[src/rtl/nes_input_pkg.sv]
// Shared types and constants for the NES board-input conditioning logic.
package nes_input_pkg;

    typedef enum logic [1:0] {
        LEVEL  = 2'b00,
        PULSE  = 2'b01,
        TOGGLE = 2'b10,
        REPEAT = 2'b11
    } key_mode_e;

    typedef enum logic [1:0] {
        IDLE  = 2'b00,
        DELAY = 2'b01,
        RPT   = 2'b10
    } rpt_state_e;

    // 20 ms of stability at the 50 MHz board clock
    localparam int KEY_DEBOUNCE_20MS_50MHZ = 1_000_000;

endpackage

[src/rtl/key_debounce_ch.sv]
// One push-button channel: 2-FF synchroniser, active-level normaliser, debouncer,
// press/release/toggle events and an auto-repeat FSM whose state is exposed for debug.
module key_debounce_ch
    import nes_input_pkg::*;
#(
    parameter int ACTIVE_LOW      = 1,
    parameter int DEBOUNCE_CYCLES = KEY_DEBOUNCE_20MS_50MHZ,
    parameter int REPEAT_DELAY    = 25_000_000,
    parameter int REPEAT_PERIOD   = 5_000_000
) (
    input  logic       clk,
    input  logic       reset,
    input  logic       key_raw,
    output logic       key_level,
    output logic       key_press,
    output logic       key_release,
    output logic       key_toggle,
    output logic       key_repeat,
    output rpt_state_e rpt_state
);

    localparam int DB_W    = $clog2(DEBOUNCE_CYCLES) + 1;
    localparam int RPT_MAX = (REPEAT_DELAY > REPEAT_PERIOD) ? REPEAT_DELAY : REPEAT_PERIOD;
    localparam int RPT_W   = $clog2(RPT_MAX) + 1;

    localparam logic [DB_W-1:0]  DB_LAST     = DB_W'(DEBOUNCE_CYCLES - 1);
    localparam logic [RPT_W-1:0] DELAY_LAST  = RPT_W'(REPEAT_DELAY - 1);
    localparam logic [RPT_W-1:0] PERIOD_LAST = RPT_W'(REPEAT_PERIOD - 1);
    localparam logic             RELEASED_RAW = (ACTIVE_LOW != 0);

    logic [1:0]       sync_q;
    logic             pressed;
    logic [DB_W-1:0]  db_cnt_q;
    logic             accept;
    logic             press_d;
    logic             release_d;

    rpt_state_e       state_q, state_d;
    logic [RPT_W-1:0] rpt_cnt_q, rpt_cnt_d;
    logic             rpt_pulse_d;

    always_ff @(posedge clk or posedge reset) begin
        if (reset) sync_q <= {2{RELEASED_RAW}};
        else       sync_q <= {sync_q[0], key_raw};
    end

    assign pressed   = RELEASED_RAW ? ~sync_q[1] : sync_q[1];
    assign accept    = (pressed != key_level) && (db_cnt_q == DB_LAST);
    assign press_d   = accept && pressed;
    assign release_d = accept && !pressed;

    // Any sample agreeing with the accepted level restarts the stability count.
    always_ff @(posedge clk or posedge reset) begin
        if (reset) begin
            db_cnt_q    <= '0;
            key_level   <= 1'b0;
            key_press   <= 1'b0;
            key_release <= 1'b0;
            key_toggle  <= 1'b0;
        end else begin
            if (pressed == key_level || accept) db_cnt_q <= '0;
            else                                db_cnt_q <= db_cnt_q + DB_W'(1);
            if (accept) key_level <= pressed;
            key_press   <= press_d;
            key_release <= release_d;
            if (press_d) key_toggle <= ~key_toggle;
        end
    end

    always_ff @(posedge clk or posedge reset) begin
        if (reset) begin
            state_q    <= IDLE;
            rpt_cnt_q  <= '0;
            key_repeat <= 1'b0;
        end else begin
            state_q    <= state_d;
            rpt_cnt_q  <= rpt_cnt_d;
            key_repeat <= rpt_pulse_d;
        end
    end

    always_comb begin
        state_d     = state_q;
        rpt_cnt_d   = rpt_cnt_q;
        rpt_pulse_d = 1'b0;
        case (state_q)
            IDLE: begin
                if (press_d) begin
                    state_d     = DELAY;
                    rpt_cnt_d   = '0;
                    rpt_pulse_d = 1'b1;
                end
            end
            DELAY: begin
                if (release_d) begin
                    state_d   = IDLE;
                    rpt_cnt_d = '0;
                end else if (rpt_cnt_q == DELAY_LAST) begin
                    state_d     = RPT;
                    rpt_cnt_d   = '0;
                    rpt_pulse_d = 1'b1;
                end else begin
                    rpt_cnt_d = rpt_cnt_q + RPT_W'(1);
                end
            end
            RPT: begin
                if (release_d) begin
                    state_d   = IDLE;
                    rpt_cnt_d = '0;
                end else if (rpt_cnt_q == PERIOD_LAST) begin
                    rpt_cnt_d   = '0;
                    rpt_pulse_d = 1'b1;
                end else begin
                    rpt_cnt_d = rpt_cnt_q + RPT_W'(1);
                end
            end
            default: begin
                state_d   = IDLE;
                rpt_cnt_d = '0;
            end
        endcase
    end

    assign rpt_state = state_q;

endmodule

[src/rtl/nes_key_conditioner.sv]
// Conditions the board KEY bank: one key_debounce_ch per key plus a per-key
// key_out view selected at elaboration time by KEY_MODE.
module nes_key_conditioner
    import nes_input_pkg::*;
#(
    parameter int                  NUM_KEYS        = 4,
    parameter int                  ACTIVE_LOW      = 1,
    parameter int                  DEBOUNCE_CYCLES = KEY_DEBOUNCE_20MS_50MHZ,
    parameter int                  REPEAT_DELAY    = 25_000_000,
    parameter int                  REPEAT_PERIOD   = 5_000_000,
    parameter logic [2*NUM_KEYS-1:0] KEY_MODE      = '0
) (
    input  logic                  clk,
    input  logic                  reset,
    input  logic [NUM_KEYS-1:0]   key_in,
    output logic [NUM_KEYS-1:0]   key_level,
    output logic [NUM_KEYS-1:0]   key_press,
    output logic [NUM_KEYS-1:0]   key_release,
    output logic [NUM_KEYS-1:0]   key_toggle,
    output logic [NUM_KEYS-1:0]   key_repeat,
    output logic [NUM_KEYS-1:0]   key_out,
    output logic [2*NUM_KEYS-1:0] key_rpt_state
);

    for (genvar i = 0; i < NUM_KEYS; i++) begin : g_key
        localparam key_mode_e MODE = key_mode_e'(KEY_MODE[2*i +: 2]);
        rpt_state_e st;

        key_debounce_ch #(
            .ACTIVE_LOW      (ACTIVE_LOW),
            .DEBOUNCE_CYCLES (DEBOUNCE_CYCLES),
            .REPEAT_DELAY    (REPEAT_DELAY),
            .REPEAT_PERIOD   (REPEAT_PERIOD)
        ) u_ch (
            .clk         (clk),
            .reset       (reset),
            .key_raw     (key_in[i]),
            .key_level   (key_level[i]),
            .key_press   (key_press[i]),
            .key_release (key_release[i]),
            .key_toggle  (key_toggle[i]),
            .key_repeat  (key_repeat[i]),
            .rpt_state   (st)
        );

        assign key_rpt_state[2*i +: 2] = st;

        // Outputs are already registered, so the view adds no latency.
        assign key_out[i] = (MODE == PULSE)  ? key_press[i]  :
                            (MODE == TOGGLE) ? key_toggle[i] :
                            (MODE == REPEAT) ? key_repeat[i] :
                                               key_level[i];
    end

endmodule

[config.mk]
export PLATFORM = sky130hd
export DESIGN_NAME = nes_key_conditioner
export DESIGN_NICKNAME = d
export VERILOG_FILES = /design/src/rtl/nes_input_pkg.sv /design/src/rtl/key_debounce_ch.sv /design/src/rtl/nes_key_conditioner.sv
export SDC_FILE = /design/constraint.sdc
export NUM_CORES = 1
export LEC_CHECK = 0
export ABC_AREA = 1
export ABC_CLOCK_PERIOD_IN_PS = 9400
export CAP_MARGIN = 40
export CORE_ASPECT_RATIO = 1.5
export CORE_MARGIN = 2
export CORE_UTILIZATION = 61
export CTS_CLUSTER_SIZE = 14
export DETAILED_ROUTE_END_ITERATION = 16
export GPL_TIMING_DRIVEN = 1
export HOLD_SLACK_MARGIN = 0.1
export PLACE_DENSITY = 0.79
export SYNTH_ARGS = -nofsm -noshare
export SYNTH_HDL_FRONTEND = slang
export SYNTH_SLANG_ARGS = --single-unit
[constraint.sdc]
create_clock -name clk -period 9.4 [get_ports clk]
set_input_delay 1.41 -clock clk [delete_from_list [all_inputs] [get_ports clk]]
set_output_delay 1.41 -clock clk [all_outputs]
set_load 0.01 [all_outputs]
=== After elaboration in Yosys (flattened, before gate mapping) ===
Index checks and enable logic that the tools add are counted.

* Add/subtract/negate cells: 8
* Eq/ne operators: 40
* Multiplexer cells: 72
* Bitwise operators: 8
* Reductions and logical operators: 24

{| class="wikitable"
|+ Operator list
! operator !! number
|-
| $mux W26 || 20
|-
| $pmux W26 S3 || 4
|-
| $add A26 B1 Y26 const B || 4
|-
| $eq A26 B23 Y1 const B || 4
|-
| $eq A26 B25 Y1 const B || 4
|-
| $add A21 B1 Y21 const B || 4
|-
| $eq A21 B20 Y1 const B || 4
|-
| $mux W21 || 4
|-
| $mux W2 || 16
|-
| $pmux W2 S3 || 4
|-
| $mux W1 || 20
|-
| $ne A2 B1 Y1 const B || 8
|-
| $logic_and A1 B1 Y1 || 12
|-
| $ne A3 B1 Y1 const B || 4
|-
| $pmux W1 S3 || 4
|-
| $reduce_and A3 Y1 || 4
|-
| $eq A2 B1 Y1 const B || 4
|-
| $eq A2 B2 Y1 const B || 4
|-
| $logic_not A2 Y1 || 4
|-
| $not A1 Y1 || 8
|-
| $eq A1 B1 Y1 || 4
|-
| $logic_or A1 B1 Y1 || 4
|-
| $ne A1 B1 Y1 || 4
|}

* Bits in registers: 224
* Input bits: 6
* Output and inout bits: 32

=== Longest topological paths before layout ===
Gate-level depths: netlist of run 1.

* Depth after elaboration: 6
* Gate-level depth with buffers: 12

=== By module ===
Synthesis of run 1 repeated with hierarchy kept, for this count alone.

* Cell total of the unflattened synthesis: 2037
* Area, all modules: 14295.0 um2

{| class="wikitable"
|+ Modules (own cells, without submodules)
! module !! instances !! cells each !! area each (um2) !! sequential area each (um2)
|-
| key_debounce_ch at g_key[0].u_ch ... || 3 || 502 || 3543.4 || 1403.8
|-
| key_debounce_ch at g_key[3].u_ch || 1 || 527 || 3634.7 || 1403.8
|-
| nes_key_conditioner || 1 || 4 || 30.0 || 0.0
|}

=== Least setup slack after synthesis of run 1 ===
Ideal clock, no wire load.

* Kind: register to output
* From: reg g_key[0].u_ch.key_level
* To: out key_level[0]
* Data arrival time: 0.532 ns
* Required time: 7.990 ns
* Slack: 7.458 ns
* Cell stages (with the launch flop): 2
* Buffers on the path: 1
* Cell sequence: dfrtp_1 > buf_4

{| class="wikitable"
|+ RTL lines
! what !! RTL line !! source
|-
| from (decl) || key_debounce_ch.sv:14 || <nowiki>output logic key_level,</nowiki>
|-
| from (signal assigned) || key_debounce_ch.sv:63 || <nowiki>if (accept) key_level <= pressed;</nowiki>
|-
| to (decl) || nes_key_conditioner.sv:16 || <nowiki>output logic [NUM_KEYS-1:0] key_level,</nowiki>
|}

No word-level cell between the ends.

=== Final worst setup path of run 1 ===
* From: reg g_key[2].u_ch.key_level
* To: out key_level[2]

{| class="wikitable"
|+ RTL lines
! what !! RTL line
|-
| from (decl) || key_debounce_ch.sv:14
|-
| from (signal assigned) || key_debounce_ch.sv:63
|}

No word-level cell between the ends.

==> flow_summary.toml, run 1 <==
[job]
cap_violations = 0

[setup_path]
crit_end = "key_level[2]"
critPathMaxFanout = 5
slowest_delay_ns = 0.58
critPathSlowestCell = "clkdlybuf4s50_1"
worstReg2RegEnd = "g_key[2].u_ch.rpt_cnt_q[2]"
crit_chain = "clkdlybuf4s50_1"
crit_buf_inv = 1
r2r-start = "g_key[2].u_ch.db_cnt_q[0]"
worst_r2r_path_depth = 9
required_ns = 7.99
timing_worst_setup_path_type = "reg2out"
r2r_slack_ns = 6.90
arrival_ns = 1.55
end_kind = "primary output"
critical_path.top_delay_family = "buffers and inverters"
worstSetupStartpointType = "flop"
cp.depth = 1
critPathLaunch = "g_key[2].u_ch.key_level"

[timing]
max_freq_mhz = 338
setup_tns_ns = 0
worst_pin_slew_ns = 0.583
finClkSkew_ns = 0.0181
finalCritPeriodShare = 0.315
hold_viol = 0
period_needed_ns = 2.96
drv_slew = 0
relSlewSlack = 0.611
setup_violations = 0
holdWs_ns = 0.355
rsz0062_at_grt = "false"

[synthesis]
synth_edf_count = 0
yosysTopAreaCellShare = 0.397
synth_nets = 1893
ys_async_sr_fraction = 1.00
synth_area_leader_cell = "dfrtp_1"
yosysUniqueCellTypes = 43
yosysMostFrequentCell = "nand2_1"
postSynthAreaPerCell_um2 = 7.30
synth_area_leaders = "dfrtp_1 (40%), nand2_1 (14%), nor2_1 (7.5%)"
ys_ff_latch = 224
ys.flop_type = "dfrtp_1"
ys_seq_area_frac = 0.413
yosysWarnings = 0
syn_inst = 1863
netlist_area_um2 = 13600
synth_common_cells = "nand2_1 (506), nor2_1 (273), inv_1 (224), dfrtp_1 (216), nand3_1 (146)"

[placement]
hpwlAfterDp_mm = 20.6
place_congestion = 0.930
dp.cells = 2121
portBuffers = 37
placed_area_um2 = 14000

[cts]
cts_resized = 0
cts_root_buf = "clkbuf_16"
cts_num_sinks = 224
cts_tree = "built"
clk_pin_slew_worst_paths_ns = 0.06
cts_buffers = 23
clk_latency_ns = 0.52
hold_buffers = 0
cts_max_path_buffers = 3
htreeDepth = 1
post-cts-setup-buffers = 0

[power_and_ir_drop]
powerDensity_nw_per_um2 = 130
p_leak_nw = 6.87
power_mw = 1.91
ir_drop_mv = 0.128

[routing]
dr.pass1.iters = 7
wirelength_mm = 29.0
drc_errors = 0
num_vias = 11700
wl_per_cell_um = 13.4
viasPerCell = 5.42
ant_nets = 0
drtIter0Drc = 693

[global_route]
grt_max_degree = 93
grt_pass1_wl_mm = 50.7
antenna_found_initial = 0
grt_use_total = 0.248
grt_pass1_vias = 11500
overflow = 0

[status]
status = "finished clean"

[finish]
final_cells = 2163
fin_area_um2 = 14700
diodes = 0
drive_above_1_share = 0.0497
nNetsFinal = 1904
fill_cells = 1894
syn_to_final_growth_pct = 8.23

[die]
io_pins = 38
fp.dieH_um = 187
dieArea_um2 = 23500
start_util = 0.624
die_x_um = 126
row_count = 66
core_um2 = 21800

[min_path]
hp-class = "reg2reg"
hp-start = "g_key[2].u_ch.sync_q[0]"
[per-stage QoR]
step,worst slack (ns),utilization
3_5_place_dp,5.89,0.642
4_1_cts,6.42,0.675
6_report,6.44,0.675
3_3_place_gp,5.69,0.639
2_1_floorplan,1.87,-
5_1_grt,6.27,0.675
[sequential cells by signal, summed over array words and instances, names as in the netlist]
name	flops
g_key.u_ch.key_toggle	4
g_key.u_ch.key_repeat	4
g_key.u_ch.rpt_cnt_q	104
g_key.u_ch.rpt_state	8
g_key.u_ch.key_press	4
g_key.u_ch.key_level	4
g_key.u_ch.sync_q	8
g_key.u_ch.key_release	4
g_key.u_ch.db_cnt_q	84
[metal layers]
metal / GRT usage / vias up / wire length, µm
met3: 0.0240 / 51 / 960
met5: 0 / - / 0
met2: 0.459 / 240 / 15200
met4: 0.0811 / 0 / 642
li1: - / 5942 / -
met1: 0.301 / 5496 / 12200
[cells by family after synthesis]
family          after synthesis  synth area share
xor+xnor                     94            0.0605
buf+inv                     284            0.0923
flops                       224             0.413
fa+ha+maj                    24            0.0221
mux                           4           0.00294
compound gates              115            0.0453
simple gates               1118             0.364
[report_power, final]
group,total (mW),switching (mW),leakage [nW],internal [mW]
clock network,0.895,0.378,0.361,0.518
logic,0.0408,0.0313,3.41,0.00948
registers,0.976,0.00491,3.09,0.971
[final cells by class]
class,count,area (µm²),area share
multi-input combinational,1355,6730,0.457
sequential,224,5620,0.381
inverter,229,867,0.0589
clock buffer,32,619,0.0421
timing repair buffer,41,440,0.0299
tap,272,340,0.0231
clock inverter,10,108,0.00731
[worst min path at each step]
stage	end	slack [ns]	cells past startpoint
after floorplan	g_key[0].u_ch.sync_q[1]	0.35	0
after global placement	g_key[2].u_ch.sync_q[1]	0.35	0
after detailed placement	g_key[2].u_ch.sync_q[1]	0.35	0
after CTS	g_key[2].u_ch.sync_q[1]	0.36	0
after global routing	g_key[2].u_ch.sync_q[1]	0.36	0
final	g_key[2].u_ch.sync_q[1]	0.35	0
[placed cells by master (no fill, tap or decap), types with 3 or more instances in the layout]
cell type,instances
a21oi_1,45
clkbuf_16,23
nand4_1,55
nand4_2,7
xnor2_1,23
inv_1,223
a31oi_1,3
inv_2,5
nor2_2,7
a211oi_1,5
nand3_1,146
or2_2,3
nor2_4,4
dfrtp_1,216
nor3_1,60
o21a_1,4
clkinv_2,6
clkdlybuf4s50_1,37
nor3b_1,6
nand3b_1,24
mux2i_1,4
o21ai_0,32
xor2_1,71
nand2_2,7
nand2_1,506
nor2_1,273
o21ai_1,21
clkbuf_1,8
ha_1,24
nor4_1,6
nand3_2,7
dfstp_2,8
Note: power is estimated with default switching activity, not from simulation.
==> inputs of run 2 (changes only) <==
ABC_CLOCK_PERIOD_IN_PS = 3100   (was 9400)
clock period = 3.1 ns   (was 9.4 ns; I/O delays follow)
==> flow_summary.toml, run 2 (same netlist as run 1, synthesis figures left out) <==
[status]
status = "finished clean"

[timing]
finClkSkew_ns = 0.0135
finalCritPeriodShare = 0.749
setup_ws_ns = 0.779
period_needed_ns = 2.32
setup_violations = 0
worst_pin_slew_ns = 0.669
hold_viol = 0
rsz0062_at_grt = "false"
max_freq_mhz = 431
relSlewSlack = 0.554
drv_slew = 0

[min_path]
worstHoldPathCells = 1
hp-class = "in2reg"
hp-start = "key_in[3]"
worstHoldEndpoint = "g_key[3].u_ch.sync_q[0]"

[die]
dieArea_um2 = 23500
start_util = 0.624
io_pins = 38
fp.dieH_um = 187
row_count = 66
die_x_um = 126
core_um2 = 21800

[routing]
met1_length_mm = 12.1
drtIter0Drc = 608
met3_length_mm = 1.04
viasPerCell = 5.47
dr.pass1.iters = 5
wirelength_mm = 29.6
drc_errors = 0
num_vias = 11900
wl_per_cell_um = 13.7
met2_length_mm = 15.3
ant_nets = 0
highest-signal-layer = "met4"

[global_route]
grt_max_degree = 90
overflow = 0
grt_pass1_vias = 12000
grt_use_total = 0.258
grt_pass1_wl_mm = 52.7
antenna_found_initial = 0

[setup_path]
crit_chain = "ha_1 -> nand3_2 -> nor2_4 -> nand4_2 -> nand2_1 -> inv_2 -> nor2_4 -> nand3_1 -> nand2_1"
arrival_ns = 2.78
required_ns = 3.56
timing_worst_setup_path_type = "reg2reg"
r2r_slack_ns = 0.78
r2r-start = "g_key[2].u_ch.db_cnt_q[0]"
slowest_delay_ns = 0.47
worstSetupStartpointType = "flop"
worstReg2RegEnd = "g_key[2].u_ch.rpt_cnt_q[6]"
worst_r2r_path_depth = 9
critPathSlowestCell = "nor2_4"
end_kind = "flop"
critPathMaxFanout = 30

[power_and_ir_drop]
power_frac_seq = 0.492
p_clk_frac = 0.488
p_sw_frac = 0.217
powerDensity_nw_per_um2 = 407
power.switching_mw = 1.31
internal-power_mw = 4.71
p_leak_nw = 6.91
ir_drop_mv = 0.446
comb_power_share = 0.021

[finish]
reg_top3 = "g_key.u_ch.rpt_cnt_q: 104 flops, g_key.u_ch.db_cnt_q: 84 flops"
syn_to_final_growth_pct = 8.85
drive_above_1_share = 0.0549
nNetsFinal = 1907
diodes = 0
final_common_cell = "nand2_1"
largest_reg_flops = 104
final_core_util = 0.679
fin_area_um2 = 14800
layout_common_cells = "nand2_1 (506), nor2_1 (273), inv_1 (223)"
regMostFlops = "g_key.u_ch.rpt_cnt_q"
fill_cells = 1872

[cts]
cts_max_path_buffers = 3
cts_tree = "built"
cts_resized = 0
htreeDepth = 1
clk_pin_slew_worst_paths_ns = 0.06
post-cts-setup-buffers = 0
cts_num_sinks = 224
clk_latency_ns = 0.52
hold_buffers = 0
cts_root_buf = "clkbuf_16"
cts_buffers = 23

[placement]
placed_area_um2 = 14000
hpwlAfterDp_mm = 20.8
portBuffers = 37
place_congestion = 0.952
pre_cts_ws_ns = 0.746

[job]
cap_violations = 0
==> run 2: cell types whose count changed in the layout (fill, tap and decap cells not counted), sizes merged <==
cell	before	now
inv	231	229
clkinvlp	0	1
clkinv	6	9
buf	4	7
clkbuf	32	29
bufinv	2	3
==> run 2: power by group through the flow <==
| stage | clock, mW | combinational (mW) | sequential (mW) |
|---|---|---|---|
| final | 2.93 | 0.125 | 2.96 |
| after global routing | 3.12 | 0.147 | 2.96 |
| after CTS | 2.99 | 0.130 | 2.96 |
| after detailed placement | 0 | 0.129 | 3.01 |
| after global placement | 0 | 0.126 | 3.01 |
| after floorplan | 0 | 0.0848 | 3.01 |
==> run 2: layout make-up <==
| cell class | count | area [µm²] | share of cell area |
|---|---|---|---|
| multi-input cells | 1355 | 6730 | 0.455 |
| flip-flops and latches | 224 | 5620 | 0.379 |
| inverters | 229 | 863 | 0.0583 |
| clock buffers | 29 | 648 | 0.0438 |
| repair buffers | 44 | 455 | 0.0308 |
| well taps | 272 | 340 | 0.0230 |
| clock inverters | 13 | 151 | 0.0102 |
==> run 2: worst max-delay path by stage <==
stage	from	end	slack, ns	cells past startpoint
5_1_grt	g_key[2].u_ch.db_cnt_q[0]	g_key[2].u_ch.rpt_cnt_q[3]	0.48	9
4_1_cts	g_key[2].u_ch.db_cnt_q[0]	g_key[2].u_ch.rpt_cnt_q[6]	0.72	9
3_3_place_gp	g_key[0].u_ch.db_cnt_q[0]	g_key[0].u_ch.rpt_cnt_q[24]	0.80	8
2_1_floorplan	reset	g_key[0].u_ch.db_cnt_q[0]	-0.28	1
3_5_place_dp	g_key[2].u_ch.db_cnt_q[0]	g_key[2].u_ch.rpt_cnt_q[5]	0.75	9
6_report	g_key[2].u_ch.db_cnt_q[0]	g_key[2].u_ch.rpt_cnt_q[6]	0.78	9
==> run 2: critical path, delay by kind of cell (launching register included) <==
family	cells	cell delay, ns
flip-flops	1	0.40
adder cells (fa/ha/maj)	1	0.25
buffers and inverters	1	0.23
AND/OR/NAND/NOR	7	1.37
==> run 2: metal layers <==
metal  track usage  vias up
met1         0.303     5594
met5             0        -
met3        0.0257       90
met4         0.103        0
li1              -     5927
met2         0.479      242
==> run 2: metrics by stage <==
step | setup TNS (ns) | power (mW) | hold WS [ns] | instances
after CTS | 0 | 6.08 | 0.332 | 2166
after global routing | 0 | 6.22 | 0.336 | 2166
after detailed placement | 0 | 3.14 | 0.348 | 2124
after floorplan | -61.02 | 3.10 | 0.345 | 1863
final | 0 | 6.02 | 0.347 | 2166
after global placement | 0 | 3.14 | 0.347 | 2123
==> inputs of run 3 (changes only) <==
ABC_CLOCK_PERIOD_IN_PS = 2200   (was 3100)
clock period = 2.2 ns   (was 3.1 ns; I/O delays follow)
==> flow_summary.toml, run 3 (same netlist as run 1, synthesis figures left out) <==
[setup_path]
r2r_slack_ns = 0.14
timing_worst_setup_path_type = "reg2reg"
slowest_delay_ns = 0.41
r2r-start = "g_key[2].u_ch.db_cnt_q[0]"
worstSetupStartpointType = "flop"
arrival_ns = 2.52
end_kind = "flop"
required_ns = 2.66
critPathSlowestCell = "dfrtp_1"
crit_chain = "ha_2 -> nand3_2 -> nor2_4 -> nand4_2 -> nand2_1 -> inv_2 -> nor2_4 -> buf_12 -> nand3b_1 -> nand2_1"
critPathMaxFanout = 22
worstReg2RegEnd = "g_key[2].u_ch.rpt_cnt_q[14]"
worst_r2r_path_depth = 10
crit_buf_inv = 2
critPathLaunch = "g_key[2].u_ch.db_cnt_q[0]"
critical_path.top_delay_family = "simple AND/OR/NAND/NOR gates"

[finish]
diodes = 0
reg_top3 = "g_key.u_ch.rpt_cnt_q: 104 flops, g_key.u_ch.db_cnt_q: 84 flops"
nNetsFinal = 1935
syn_to_final_growth_pct = 11.2
regMostFlops = "g_key.u_ch.rpt_cnt_q"
final_cells = 2194
drive_above_1_share = 0.0682
fin_area_um2 = 15100
final_common_cell = "nand2_1"
largest_reg_flops = 104
layout_common_cells = "nand2_1 (506), nor2_1 (272), inv_1 (223)"

[min_path]
hp-class = "in2reg"
worstHoldEndpoint = "g_key[3].u_ch.sync_q[0]"
worstHoldPathCells = 1
hp-start = "key_in[3]"

[timing]
drv_slew = 0
setup_violations = 0
rsz0062_at_grt = "true"
max_freq_mhz = 486
finalCritPeriodShare = 0.935
worst_pin_slew_ns = 0.543
hold_viol = 0
finClkSkew_ns = 0.0110
relSlewSlack = 0.635
period_needed_ns = 2.06
setup_tns_ns = 0

[die]
row_count = 66
start_util = 0.624
fp.dieH_um = 187
io_pins = 38
die_x_um = 126
dieArea_um2 = 23500
core_um2 = 21800

[placement]
dp.cells = 2149
placed_area_um2 = 14200
portBuffers = 37
place_congestion = 0.959
hpwlAfterDp_mm = 21.2

[routing]
dr.pass1.iters = 5
highest-signal-layer = "met4"
met2_length_mm = 15.8
wirelength_mm = 30.4
wl_per_cell_um = 13.9
drtIter0Drc = 701
drc_errors = 0
met1_length_mm = 12.3
ant_nets = 0
viasPerCell = 5.45
met3_length_mm = 1.13
num_vias = 12000

[job]
cap_violations = 0

[cts]
cts_root_buf = "clkbuf_16"
clk_latency_ns = 0.52
cts_max_path_buffers = 3
clk_pin_slew_worst_paths_ns = 0.07
htreeDepth = 1
cts_num_sinks = 224
cts_tree = "built"
cts_buffers = 24

[global_route]
grt_pass1_vias = 11800
grt_pass1_wl_mm = 52.8
grt_max_degree = 81
antenna_found_initial = 0
overflow = 0
grt_use_total = 0.260

[status]
status = "finished clean"

[power_and_ir_drop]
p_leak_nw = 7.07
powerDensity_nw_per_um2 = 579
ir_drop_mv = 0.636
==> run 3: cell types whose count changed in the layout (fill, tap and decap cells not counted), moves of 3 or more <==
cell        delta
buf_4         +24
clkinvlp_4     +3
clkinv_2       -6
clkbuf_1       +4
==> run 3: per-stage QoR <==
stage	util	hold slack [ns]	power, mW	worst slack (ns)
final	0.694	0.213	8.76	0.144
after global routing	0.694	0.203	9.07	-0.00812
after CTS	0.692	0.196	8.86	0.0635
after detailed placement	0.652	0.347	4.44	0.0939
after global placement	0.652	0.347	4.43	0.0430
after floorplan	-	0.334	4.36	-1.05
==> run 3: worst max-delay path by stage <==
stage,slack [ns],to,cells past startpoint
3_5_place_dp,0.09,g_key[2].u_ch.rpt_cnt_q[8],8
3_3_place_gp,0.04,g_key[0].u_ch.rpt_cnt_q[24],10
5_1_grt,-0.008,g_key[3].u_ch.rpt_cnt_q[21],9
2_1_floorplan,-1.05,g_key[0].u_ch.db_cnt_q[0],1
4_1_cts,0.06,g_key[2].u_ch.rpt_cnt_q[8],8
6_report,0.14,g_key[2].u_ch.rpt_cnt_q[14],10
==> run 3: layer usage <==
layer | track usage | up-vias
li1 | - | 5994
met1 | 0.308 | 5592
met2 | 0.478 | 289
met3 | 0.0297 | 81
met4 | 0.104 | 0
met5 | 0 | -
==> run 3: area by class of cell <==
| type | instances | area [µm²] |
|---|---|---|
| clock buffers | 35 | 713 |
| clock inverters | 8 | 148 |
| fillers | 1835 | 6680 |
| inverters | 229 | 863 |
| multi-input cells | 1355 | 6760 |
| flip-flops and latches | 224 | 5620 |
| well taps | 272 | 340 |
| repair buffers | 71 | 686 |
==> run 3: worst reg2reg max path: cells and delay by family (launching register included) <==
kind / cells / cell delay [ns]
flip-flops: 1 / 0.41
buffers and inverters: 2 / 0.33
AND/OR/NAND/NOR: 7 / 1.03
adder cells (fa/ha/maj): 1 / 0.23
==> run 3: what timing repair did <==
item,CTS,global route
endpoints found under the hold margin,3,0
resized for setup,0,6
setup buffers,0,1
hold buffers,1,0
setup endpoints to repair,0,53
==> run 3: power by group <==
part	internal [mW]	leakage, nW	switching (mW)
Combinational	0.0528	3.57	0.138
Clock	2.71	0.411	1.68
Sequential	4.15	3.09	0.0225
Total	6.92	7.07	1.84
